==> config.mk <==
export PLATFORM = sky130hd
export DESIGN_NAME = ddr2_wr_arb
export DESIGN_NICKNAME = d
export VERILOG_FILES = /design/src/rtl/ddr2_wr_arb_pkg.sv /design/src/rtl/ddr2_wr_arb.sv
export SDC_FILE = /design/constraint.sdc
export NUM_CORES = 1
export LEC_CHECK = 0
export ABC_AREA = 1
export CORE_AREA = 2 2 87 89
export DETAILED_ROUTE_END_ITERATION = 10
export DIE_AREA = 0 0 89 91
export PLACE_DENSITY = 0.75
export SYNTH_ARGS = -nofsm -noshare
export SYNTH_HDL_FRONTEND = slang
export SYNTH_SLANG_ARGS = --single-unit
==> constraint.sdc <==
create_clock -name clk -period 1.65 [get_ports clk]
set_clock_uncertainty 0.05 [all_clocks]
set_input_delay 0.33 -clock clk [delete_from_list [all_inputs] [get_ports clk]]
set_output_delay 0.33 -clock clk [all_outputs]
set_load 0.01 [all_outputs]
==> src/rtl/ddr2_wr_arb_pkg.sv <==
// Shared definitions for the DDR2 write-channel arbiter: geometry-derived
// default widths, FSM state encoding and the round-robin pick helper.
package ddr2_wr_arb_pkg;

   localparam int ROW_BITS = 13;
   localparam int COL_BITS = 10;
   localparam int BA_BITS  = 3;
   localparam int DQ_BITS  = 16;

   localparam int DEF_ADDR_WIDTH = ROW_BITS + COL_BITS + BA_BITS;
   // DDR transfers two DQ words per controller clock
   localparam int DEF_DATA_WIDTH = 2 * DQ_BITS;

   typedef enum logic [1:0] {
      ST_IDLE = 2'd0,
      ST_ADDR = 2'd1,
      ST_DATA = 2'd2,
      ST_RESP = 2'd3
   } arb_state_e;

   function automatic logic rr_pick(input logic req0, input logic req1, input logic prio);
      if (req0 && req1) begin
         return prio;
      end else if (req1) begin
         return 1'b1;
      end else begin
         return 1'b0;
      end
   endfunction

endpackage

==> src/rtl/ddr2_wr_arb.sv <==
// Two-master round-robin AXI write arbiter in front of the DDR2 controller.
// Optional burst-length checker enabled with `define DDR2_ARB_BEAT_CHK_EN.
module ddr2_wr_arb
   import ddr2_wr_arb_pkg::*;
#(
   parameter int ADDR_WIDTH = DEF_ADDR_WIDTH,
   parameter int DATA_WIDTH = DEF_DATA_WIDTH
) (
   input  logic                  clk,
   input  logic                  rst,
   input  logic                  init_end,
   input  logic                  m0_awvalid,
   output logic                  m0_awready,
   input  logic [ADDR_WIDTH-1:0] m0_awaddr,
   input  logic [7:0]            m0_awlen,
   input  logic                  m0_wvalid,
   output logic                  m0_wready,
   input  logic [DATA_WIDTH-1:0] m0_wdata,
   input  logic                  m0_wlast,
   output logic                  m0_bvalid,
   input  logic                  m0_bready,
   input  logic                  m1_awvalid,
   output logic                  m1_awready,
   input  logic [ADDR_WIDTH-1:0] m1_awaddr,
   input  logic [7:0]            m1_awlen,
   input  logic                  m1_wvalid,
   output logic                  m1_wready,
   input  logic [DATA_WIDTH-1:0] m1_wdata,
   input  logic                  m1_wlast,
   output logic                  m1_bvalid,
   input  logic                  m1_bready,
   output logic                  s_awvalid,
   input  logic                  s_awready,
   output logic [ADDR_WIDTH-1:0] s_awaddr,
   output logic [7:0]            s_awlen,
   output logic                  s_wvalid,
   input  logic                  s_wready,
   output logic [DATA_WIDTH-1:0] s_wdata,
   output logic                  s_wlast,
   input  logic                  s_bvalid,
   output logic                  s_bready,
   output logic                  beat_err
);

   arb_state_e state_r, state_s;
   logic       gnt_r, gnt_s;
   logic       prio_r, prio_s;
   logic       in_addr_s, in_data_s, in_resp_s;

   // State, grant and round-robin pointer registers
   always_ff @(posedge clk) begin
      if (rst) begin
         state_r <= ST_IDLE;
         gnt_r   <= 1'b0;
         prio_r  <= 1'b0;
      end else begin
         state_r <= state_s;
         gnt_r   <= gnt_s;
         prio_r  <= prio_s;
      end
   end

   // Next-state, grant capture and pointer update
   always_comb begin
      state_s = state_r;
      gnt_s   = gnt_r;
      prio_s  = prio_r;
      case (state_r)
         ST_IDLE: begin
            if (init_end && (m0_awvalid || m1_awvalid)) begin
               gnt_s   = rr_pick(m0_awvalid, m1_awvalid, prio_r);
               state_s = ST_ADDR;
            end else begin
               state_s = ST_IDLE;
            end
         end
         ST_ADDR: begin
            if (s_awvalid && s_awready) begin
               state_s = ST_DATA;
            end else begin
               state_s = ST_ADDR;
            end
         end
         ST_DATA: begin
            if (s_wvalid && s_wready && s_wlast) begin
               state_s = ST_RESP;
            end else begin
               state_s = ST_DATA;
            end
         end
         ST_RESP: begin
            if (s_bvalid && s_bready) begin
               prio_s  = ~gnt_r;
               state_s = ST_IDLE;
            end else begin
               state_s = ST_RESP;
            end
         end
         default: begin
            state_s = ST_IDLE;
         end
      endcase
   end

   // Zero-latency channel routing; everything is closed while rst is held
   always_comb begin
      in_addr_s  = !rst && (state_r == ST_ADDR);
      in_data_s  = !rst && (state_r == ST_DATA);
      in_resp_s  = !rst && (state_r == ST_RESP);

      s_awvalid  = in_addr_s && (gnt_r ? m1_awvalid : m0_awvalid);
      s_awaddr   = gnt_r ? m1_awaddr : m0_awaddr;
      s_awlen    = gnt_r ? m1_awlen  : m0_awlen;
      m0_awready = in_addr_s && !gnt_r && s_awready;
      m1_awready = in_addr_s &&  gnt_r && s_awready;

      s_wvalid   = in_data_s && (gnt_r ? m1_wvalid : m0_wvalid);
      s_wdata    = gnt_r ? m1_wdata : m0_wdata;
      s_wlast    = gnt_r ? m1_wlast : m0_wlast;
      m0_wready  = in_data_s && !gnt_r && s_wready;
      m1_wready  = in_data_s &&  gnt_r && s_wready;

      s_bready   = in_resp_s && (gnt_r ? m1_bready : m0_bready);
      m0_bvalid  = in_resp_s && !gnt_r && s_bvalid;
      m1_bvalid  = in_resp_s &&  gnt_r && s_bvalid;
   end

`ifdef DDR2_ARB_BEAT_CHK_EN
   logic [7:0] beat_cnt_r;
   logic [7:0] awlen_r;
   logic       beat_err_r;

   // Beat counting against the accepted awlen; error is sticky until rst
   always_ff @(posedge clk) begin
      if (rst) begin
         beat_cnt_r <= 8'd0;
         awlen_r    <= 8'd0;
         beat_err_r <= 1'b0;
      end else if (s_awvalid && s_awready) begin
         beat_cnt_r <= 8'd0;
         awlen_r    <= s_awlen;
      end else if (s_wvalid && s_wready) begin
         beat_cnt_r <= beat_cnt_r + 8'd1;
         if (s_wlast && (({1'b0, beat_cnt_r} + 9'd1) != ({1'b0, awlen_r} + 9'd1))) begin
            beat_err_r <= 1'b1;
         end else begin
            beat_err_r <= beat_err_r;
         end
      end else begin
         beat_cnt_r <= beat_cnt_r;
      end
   end

   assign beat_err = beat_err_r;
`else
   assign beat_err = 1'b0;
`endif

endmodule

Word-level counts from Yosys, hierarchy flattened:

Cells that the tools add are included.
W data, S select, Z words.

* add/subtract/negate cells: 0
* multiply operators: 0
* divide/modulo/power cells: 0
* $lt $le $gt $ge: 0
* eq/ne operators: 3
* shifts and indexed selects: 0
* mux-type cells: 14
* bitwise operators: 1
* reduce and logical (&&, ||, !) cells: 30

Operators with widths (count)
* $mux W32: 1
* $mux W26: 1
* $logic_and A1 B1 Y1: 24
* $mux W1: 8
* $mux W8: 1
* $pmux W2 S4: 1
* $eq A2 B2 Y1 const B: 2
* $mux W2: 2
* $reduce_and A2 Y1: 2
* $eq A2 B1 Y1 const B: 1
* $logic_not A1 Y1: 2
* $logic_not A2 Y1: 1
* $logic_or A1 B1 Y1: 1
* $not A1 Y1: 1

* flip-flop bits (word level): 4
* latch bits: 0
* RAM bits: 0
* bits in read-only memories: 0
* input bits: 146
* logic and storage cells: 51
* memories: 0

Depth between registers and ports, before layout:

Gate-level depths: netlist of the first run.

* word-level depth: 7
* depth in mapped cells: 9

Worst setup path after synthesis of the first run:

OpenSTA, ideal clock, no wires.

* path kind: register to output
* start: reg gnt_r
* end: out m0_bvalid
* data arrival time: 0.987 ns
* setup slack: 0.283 ns
* stages on the path, launching flop included: 6
* buffers on the path: 2
* cell sequence: dfxtp_1 buf_4 inv_4 buf_4 nand2_1 nor3_1

* longest elaborated chain between the ends: 3

RTL lines
* from (decl): line ddr2_wr_arb.sv:46 `logic gnt_r, gnt_s;`
* from (signal assigned): line ddr2_wr_arb.sv:58 `gnt_r <= gnt_s;`
* $logic_not A1 Y1: line ddr2_wr_arb.sv:124 `m0_bvalid = in_resp_s && !gnt_r && s_bvalid;`
* $logic_and A1 B1 Y1 (2 in series): line ddr2_wr_arb.sv:124
* to (decl): line ddr2_wr_arb.sv:20 `output logic m0_bvalid,`

Every way passes these cells.

Final worst setup path of the first run:

* start: reg gnt_r
* end: out s_awaddr[23]

* longest elaborated chain between the ends: 1

RTL lines
* $mux W26: line ddr2_wr_arb.sv:112 `s_awaddr = gnt_r ? m1_awaddr : m0_awaddr;`
* to (decl): line ddr2_wr_arb.sv:34 `output logic [ADDR_WIDTH-1:0] s_awaddr,`

Every way passes these cells.

==> flow_results.xml, run 1 <==
<?xml version="1.0" encoding="UTF-8"?>
<metrics>
  <group name="synth">
    <metric name="synth.top_cell.area_share" unit="%">67.0</metric>
    <metric name="netlist_top_cells_count" unit="">nand2_1, inv_1, clkbuf_1, nor2_1, nor3_1</metric>
    <metric name="synth_async_sr_flop_share" unit="%">0</metric>
    <metric name="yosys_synthesis_warning_count" unit="">0</metric>
    <metric name="syn_nets" unit="">422</metric>
    <metric name="synth-edff-count" unit="">0</metric>
    <metric name="ys_top_cells_by_area" unit="">nand2_1, dfxtp_1, inv_1</metric>
    <metric name="ys_seq_elements" unit="">4</metric>
    <metric name="yosysSeqAreaShare" unit="%">6.87</metric>
    <metric name="netlist-cell-type-count" unit="">19</metric>
    <metric name="post-synth-top-area-cell" unit="">nand2_1</metric>
    <metric name="dominantRegCellSynth" unit="">dfxtp_1</metric>
    <metric name="synth_area_per_cell" unit="um^2">4.23</metric>
    <metric name="gate_count_of_the_mapped_netlist" unit="">276</metric>
    <metric name="synth.most_common_cell" unit="">nand2_1</metric>
    <metric name="syn-cell-area" unit="mm^2">0.00117</metric>
  </group>
  <group name="placed_design">
    <metric name="dpl.hpwl" unit="um">6080</metric>
    <metric name="place_inst" unit="">604</metric>
    <metric name="gp_weighted_congestion" unit="">0.899</metric>
    <metric name="dp_slack" unit="ns">-0.651</metric>
    <metric name="port_buffers" unit="">221</metric>
  </group>
  <group name="routing">
    <metric name="drt-pass1-iter-count" unit="">5</metric>
    <metric name="totalWireLength" unit="um">7650</metric>
    <metric name="ant_nets" unit="">0</metric>
    <metric name="drcViolationCount" unit="">0</metric>
    <metric name="vias_per_cell" unit="">4.12</metric>
    <metric name="final_routed_wire_length_divided_by_cell_count" unit="um">12.3</metric>
    <metric name="dr_total_vias" unit="">2566</metric>
    <metric name="detailedRoute.firstIterationViolations" unit="">18</metric>
  </group>
  <group name="cts">
    <metric name="clk_root_buffer_cell" unit="">clkbuf_8</metric>
    <metric name="tritoncts" unit="">done</metric>
    <metric name="worst_skew_pair.late_latency" unit="ns">0.21</metric>
    <metric name="clock_tree.htree_level_count" unit="">1</metric>
    <metric name="total_clock_sinks" unit="">4</metric>
    <metric name="cts_buffers" unit="">3</metric>
    <metric name="clock_path_buffers" unit="">2</metric>
    <metric name="hold_buffers" unit="">0</metric>
    <metric name="clk_pin_slew" unit="ns">0.03</metric>
  </group>
  <group name="min_path">
    <metric name="min_delay_path_depth" unit="">2</metric>
    <metric name="hold_class" unit="">flip-flop to flip-flop</metric>
    <metric name="hold_crit_endpoint" unit="">prio_r$_SDFFE_PP0P_</metric>
    <metric name="timing.hold.worst.start" unit="">prio_r$_SDFFE_PP0P_</metric>
  </group>
  <group name="die">
    <metric name="die_boundary_width" unit="um">89</metric>
    <metric name="starting_density_of_the_core" unit="%">16.3</metric>
    <metric name="floorplan.core_area" unit="mm^2">0.00714</metric>
    <metric name="std_cell_rows" unit="">31</metric>
    <metric name="boundaryPins" unit="">223</metric>
    <metric name="die_area" unit="mm^2">0.00810</metric>
    <metric name="floorplan.die.height" unit="um">91</metric>
  </group>
  <group name="power">
    <metric name="gate_power_share" unit="%">74.8</metric>
    <metric name="report.power.total" unit="mW">1.22</metric>
    <metric name="seqPwrFrac" unit="%">8.8</metric>
    <metric name="power.ir.vdd_worst" unit="uV">163</metric>
    <metric name="static-leakage-power" unit="nW">1.91</metric>
    <metric name="clkPwrFrac" unit="%">16.4</metric>
    <metric name="power_report.internal_total" unit="mW">0.813</metric>
    <metric name="power.net_switching" unit="mW">0.406</metric>
    <metric name="p_sw_share" unit="%">33.3</metric>
    <metric name="power.density_cell_area" unit="mW/mm^2">328</metric>
  </group>
  <group name="global_routing">
    <metric name="grt_start_max_net_pins" unit="">21</metric>
    <metric name="antenna_found_initial" unit="">0</metric>
    <metric name="track_usage" unit="%">16.7</metric>
    <metric name="first_global_vias" unit="">2542</metric>
    <metric name="wire_length_of_the_first_global_routing_pass" unit="um">11100</metric>
    <metric name="grt_overflow_total" unit="">0</metric>
  </group>
  <group name="status">
    <metric name="violations" unit="">setup timing</metric>
    <metric name="outcome" unit="">finished with violations</metric>
  </group>
  <group name="finish">
    <metric name="share_of_cells_above_drive_strength_1" unit="%">24.4</metric>
    <metric name="layoutNonFillerInstCount" unit="">623</metric>
    <metric name="antenna_cells_inserted" unit="">0</metric>
    <metric name="final_stage_net_count" unit="">672</metric>
    <metric name="flow.area_growth_from_synthesis" unit="%">219</metric>
  </group>
  <group name="timing">
    <metric name="timing_max_transition_violations_final" unit="">0</metric>
    <metric name="grt_setup_unrepaired" unit="">true</metric>
    <metric name="layout_worst_path_cycle_share" unit="%">100</metric>
    <metric name="finalSetupViolations" unit="">3</metric>
    <metric name="period_needed" unit="ns">1.65</metric>
    <metric name="max_freq" unit="MHz">605</metric>
    <metric name="layout_setup_ws" unit="ns">-0.00322</metric>
    <metric name="report.final.hold_viol_count" unit="">0</metric>
    <metric name="final.hold.worst_slack" unit="ns">0.425</metric>
  </group>
  <group name="setup_path">
    <metric name="timing.reg2reg.worst_path_depth" unit="">11</metric>
    <metric name="timing.critical_path.required" unit="ns">1.27</metric>
    <metric name="largest_fanout_on_the_critical_path" unit="">8</metric>
    <metric name="timing.critical_path.from_type" unit="">flip-flop</metric>
    <metric name="reg2reg_setup_slack" unit="ns">0.09</metric>
    <metric name="worst_reg2reg_startpoint" unit="">gnt_r$_SDFFE_PP0P_</metric>
    <metric name="critical_path.reg2reg.endpoint" unit="">state_r[0]$_SDFF_PP0_</metric>
    <metric name="timing.critical_path.arrival" unit="ns">1.27</metric>
    <metric name="timing.setup.critical_path_class" unit="">flip-flop to output port</metric>
    <metric name="worst_setup_path_end_kind" unit="">output port</metric>
  </group>
  <group name="run">
    <metric name="drv_cap" unit="">0</metric>
  </group>
</metrics>
## registers in the layout, indices dropped and copies added, names as in the netlist
signal,cells
prio_r,1
gnt_r,1
state_r,2
## layout make-up
class                           instances  area, um^2
Clock buffer                            3        41.3
Fill cell                             768        3420
Inverter                               13        56.3
Multi-Input combinational cell        243        1040
Sequential cell                         4        83.8
Tap cell                               99         124
Timing Repair Buffer                  260        2360
Timing Repair inverter                  1        11.3
## worst max-delay path by stage
stage                       start           end  slack [ns]
2_1_floorplan  gnt_r$_SDFFE_PP0P_     m0_bvalid        0.28
3_3_place_gp                  rst     s_awvalid       -0.62
3_5_place_dp                  rst     s_awvalid       -0.65
4_1_cts        gnt_r$_SDFFE_PP0P_    s_awlen[2]       -0.02
5_1_grt        gnt_r$_SDFFE_PP0P_     m0_bvalid       -0.08
6_report       gnt_r$_SDFFE_PP0P_  s_awaddr[23]      -0.003
## layer usage
metal,global-route usage [%],vias to the layer above,share of wire (%)
met5,0,-,0
met4,2.86,0,0.38
met3,4.27,2,11
met2,33.8,142,53
met1,16.6,1099,36
li1,-,1323,-
## cells in the final DEF (no fill, tap or decap), types with 8 or more instances in the layout
cell type        Yosys  routed
nand2_1            208     195
buf_6                0       8
inv_1               12      10
clkdlybuf4s15_1      0       8
dlygate4sd2_1        0      11
nor2_1               9       8
nand2_2              1      11
clkdlybuf4s50_1      0     144
buf_4                3      25
buf_2                4      50
## through the flow
step | instance area (um^2) | util, % | TNS (ns)
2_1_floorplan | 1170 | - | 0
3_3_place_gp | 3670 | 51.4 | -15.92
3_5_place_dp | 3670 | 51.4 | -16.65
4_1_cts | 3690 | 51.7 | -0.168
5_1_grt | 3720 | 52.1 | -0.819
6_report | 3720 | 52.1 | -0.00596
## power by group through the flow
stage          registers (mW)  logic [mW]  clock network [mW]
6_report                0.107       0.912               0.200
5_1_grt                 0.108       0.990               0.217
4_1_cts                 0.107       0.901               0.208
3_5_place_dp            0.108       0.967                   0
3_3_place_gp            0.107       0.955                   0
2_1_floorplan           0.106       0.262                   0
## critical path: stages, from the launching register on
cell	delay (ns)
dfxtp_4	0.41
buf_12	0.14
inv_8	0.04
buf_6	0.11
buf_8	0.13
nand2_2	0.05
nand2_1	0.04
buf_2	0.13
## kinds of logic (layout without fill, tap and decap cells)
| family | Yosys count | after routing | synth area share, % |
|---|---|---|---|
| AO/OA/AOI/OAI | 8 | 8 | 3.43 |
| buffers and inverters | 29 | 277 | 10.9 |
| flip-flops | 4 | 4 | 6.87 |
| other | 1 | 1 | 0.322 |
| AND/OR/NAND/NOR | 234 | 234 | 78.4 |
## repair_timing
item                                    4_1_cts  5_1_grt
resized for setup                           244       52
pin swaps                                     5        6
cloned                                        2        2
setup buffers                                10        3
endpoints found under the setup margin       76       66
No activity file was read; power rests on OpenSTA's default activity.
==> run 2: changes to the inputs <==
- SKIP_LAST_GASP: unset -> 1
==> run 2 against run 1 <==
  * Wire length increased by 2.5%
  * Maximum frequency decreased by 3.1%
  * Count of clock-buffer cells in the layout unchanged
  * Global-route usage decreased by 0.22 points
  * First-iteration DRC count increased by 78%
  * Worst setup slack got worse by 0.053 ns
  * Power increased by 1.8%
  * Critical endpoint is now s_awaddr[12]
  * The flow still finishes with violations (setup timing)
==> flow_results.xml, run 2 (synthesis gave the netlist of run 1 again) <==
<?xml version="1.0" encoding="UTF-8"?>
<metrics>
  <group name="finish">
    <metric name="commonest_cells_after_routing_fill_and_taps_aside" unit="">nand2_1, clkdlybuf4s50_1, clkbuf_2</metric>
    <metric name="regMostFlops" unit="">state_r</metric>
    <metric name="layoutNonFillerInstCount" unit="">626</metric>
    <metric name="antenna_cells_inserted" unit="">0</metric>
    <metric name="final_non_filler_cell_area" unit="mm^2">0.00384</metric>
    <metric name="largest_register_ff_count" unit="">2</metric>
    <metric name="flow.area_growth_from_synthesis" unit="%">229</metric>
    <metric name="largest_registers" unit="">state_r: 2 flops, gnt_r: 1 flops, prio_r: 1 flops</metric>
    <metric name="layout_commonest_cell" unit="">nand2_1</metric>
    <metric name="final_stage_net_count" unit="">675</metric>
    <metric name="share_of_cells_above_drive_strength_1" unit="%">25.2</metric>
  </group>
  <group name="global_routing">
    <metric name="grt_overflow_total" unit="">0</metric>
    <metric name="wire_length_of_the_first_global_routing_pass" unit="um">11000</metric>
    <metric name="grt_util_met1" unit="%">16.3</metric>
    <metric name="busiest_layer" unit="">met2</metric>
    <metric name="first_global_vias" unit="">2538</metric>
    <metric name="grt_start_max_net_pins" unit="">21</metric>
    <metric name="global_routing_met3_resource_utilization" unit="%">4.64</metric>
    <metric name="antenna_found_initial" unit="">0</metric>
    <metric name="track_usage" unit="%">16.5</metric>
    <metric name="groute.layer.met2.usage" unit="%">33.3</metric>
  </group>
  <group name="routing">
    <metric name="ant_nets" unit="">0</metric>
    <metric name="detailedRoute.firstIterationViolations" unit="">32</metric>
    <metric name="vias_per_cell" unit="">4.15</metric>
    <metric name="drcViolationCount" unit="">0</metric>
    <metric name="totalWireLength" unit="um">7840</metric>
    <metric name="final_routed_wire_length_divided_by_cell_count" unit="um">12.5</metric>
    <metric name="drt-pass1-iter-count" unit="">5</metric>
    <metric name="dr_total_vias" unit="">2600</metric>
  </group>
  <group name="power">
    <metric name="seqPwrFrac" unit="%">8.5</metric>
    <metric name="report.power.total" unit="mW">1.24</metric>
    <metric name="power.ir.vdd_worst" unit="uV">170</metric>
    <metric name="p_sw_share" unit="%">33.1</metric>
    <metric name="gate_power_share" unit="%">75.3</metric>
    <metric name="power_report.internal_total" unit="mW">0.830</metric>
    <metric name="power.net_switching" unit="mW">0.410</metric>
    <metric name="power.density_cell_area" unit="mW/mm^2">323</metric>
    <metric name="clkPwrFrac" unit="%">16.2</metric>
    <metric name="static-leakage-power" unit="nW">2.07</metric>
  </group>
  <group name="cts">
    <metric name="tritoncts" unit="">done</metric>
    <metric name="worst_skew_pair.late_latency" unit="ns">0.21</metric>
    <metric name="total_clock_sinks" unit="">4</metric>
    <metric name="cts_buffers" unit="">3</metric>
    <metric name="clk_pin_slew" unit="ns">0.03</metric>
    <metric name="clk_root_buffer_cell" unit="">clkbuf_8</metric>
    <metric name="clock_tree.htree_level_count" unit="">1</metric>
    <metric name="clock_path_buffers" unit="">2</metric>
    <metric name="hold_buffers" unit="">0</metric>
  </group>
  <group name="die">
    <metric name="die_boundary_width" unit="um">89</metric>
    <metric name="floorplan.core_area" unit="mm^2">0.00714</metric>
    <metric name="floorplan.die.height" unit="um">91</metric>
    <metric name="boundaryPins" unit="">223</metric>
    <metric name="die_area" unit="mm^2">0.00810</metric>
    <metric name="std_cell_rows" unit="">31</metric>
    <metric name="starting_density_of_the_core" unit="%">16.3</metric>
  </group>
  <group name="setup_path">
    <metric name="critical-path-slowest-cell" unit="">dfxtp_4</metric>
    <metric name="crit_chain" unit="">buf_6 &gt; buf_12 &gt; clkbuf_16 &gt; nand2_1 &gt; nand2_1 &gt; clkdlybuf4s15_2</metric>
    <metric name="timing.setup.critical_path_class" unit="">flip-flop to output port</metric>
    <metric name="timing.critical_path.slowest_cell_delay" unit="ns">0.38</metric>
    <metric name="worst_setup_path_end_kind" unit="">output port</metric>
    <metric name="largest_fanout_on_the_critical_path" unit="">5</metric>
    <metric name="timing.critical_path.from_type" unit="">flip-flop</metric>
    <metric name="timing.critical_path.arrival" unit="ns">1.33</metric>
    <metric name="most_common_cell_on_crit_path" unit="">nand2_1</metric>
    <metric name="timing.critical_path.required" unit="ns">1.27</metric>
  </group>
  <group name="placed_design">
    <metric name="port_buffers" unit="">221</metric>
    <metric name="gp_weighted_congestion" unit="">0.899</metric>
    <metric name="dpl.hpwl" unit="um">6080</metric>
    <metric name="place_inst" unit="">604</metric>
    <metric name="detailed_place.area" unit="mm^2">0.00367</metric>
  </group>
  <group name="status">
    <metric name="outcome" unit="">finished with violations</metric>
    <metric name="violations" unit="">setup timing</metric>
  </group>
  <group name="timing">
    <metric name="max_freq" unit="MHz">586</metric>
    <metric name="period_needed" unit="ns">1.71</metric>
    <metric name="grt_setup_unrepaired" unit="">true</metric>
    <metric name="layout_worst_path_cycle_share" unit="%">103</metric>
    <metric name="report.final.hold_viol_count" unit="">0</metric>
    <metric name="layout_setup_ws" unit="ns">-0.0564</metric>
    <metric name="finalSetupViolations" unit="">3</metric>
    <metric name="fin_tns_setup" unit="ns">-0.134</metric>
    <metric name="timing_max_transition_violations_final" unit="">0</metric>
  </group>
  <group name="run">
    <metric name="drv_cap" unit="">0</metric>
  </group>
  <group name="min_path">
    <metric name="hold_class" unit="">flip-flop to flip-flop</metric>
  </group>
</metrics>
[run 2: changes by cell type in the layout (fill, tap and decap cells not counted), moves of 3 or more]
cell             before  now
clkbuf_2              5   36
dlygate4sd2_1        11    2
nor3_2                1    5
clkdlybuf4s15_1       8    1
nand2_1             195  198
buf_2                50   19
nor3_1                5    2
dlymetal6s2s_1        0   15
[run 2: timing repair]
action | CTS | global route
resized for setup | 131 | 134
pin swaps | 3 | 10
endpoints found under the hold margin | 0 | 0
endpoints found under the setup margin | 76 | 75
gates cloned | 2 | 4
setup buffers | 10 | 3
[run 2: worst max-delay path, delay by kind of cell, from the launching register on]
kind,cells,cell delay [ns]
and+or+nand+nor,2,0.11
DFF,1,0.38
buffers and inverters,4,0.62
[run 2: worst paths after layout]
kind | slack [ns] | endpoint | start | depth (start not counted)
setup / recovery | -0.06 | s_awaddr[12] | gnt_r$_SDFFE_PP0P_ | 6
hold / removal | 0.43 | prio_r$_SDFFE_PP0P_ | prio_r$_SDFFE_PP0P_ | 2
setup reg to reg | 0.06 | state_r[0]$_SDFF_PP0_ | gnt_r$_SDFFE_PP0P_ | 11
hold reg to reg | 0.43 | prio_r$_SDFFE_PP0P_ | prio_r$_SDFFE_PP0P_ | 2
[run 2: area by class of cell]
| class | instances | area, um^2 |
|---|---|---|
| fill | 757 | 3300 |
| timing repair buffer | 263 | 2480 |
| multi-input combinational | 243 | 1030 |
| tap | 99 | 124 |
| sequential | 4 | 83.8 |
| inverter | 13 | 56.3 |
| clock buffer | 3 | 41.3 |
| timing repair inverter | 1 | 16.3 |
[run 2: per-stage QoR]
stage          setup slack, ns  hold slack, ns  utilization (%)
2_1_floorplan            0.283           0.349                -
3_3_place_gp            -0.617           0.402             51.4
3_5_place_dp            -0.651           0.422             51.4
4_1_cts                 -0.241           0.427             53.5
5_1_grt                 -0.116           0.443             53.8
6_report               -0.0564           0.425             53.8
[run 2: routing by layer]
metal | vias to the layer above | part of all wire (%)
met5 | - | 0
met4 | 0 | 0.54
met3 | 5 | 11
met2 | 154 | 52
met1 | 1111 | 36
li1 | 1330 | -
[run 2: power by group through the flow]
stage / registers [mW] / logic [mW] / clock network [mW]
2_1_floorplan: 0.106 / 0.262 / 0
3_3_place_gp: 0.107 / 0.955 / 0
3_5_place_dp: 0.108 / 0.967 / 0
4_1_cts: 0.106 / 0.937 / 0.208
5_1_grt: 0.106 / 1.01 / 0.217
6_report: 0.106 / 0.934 / 0.201
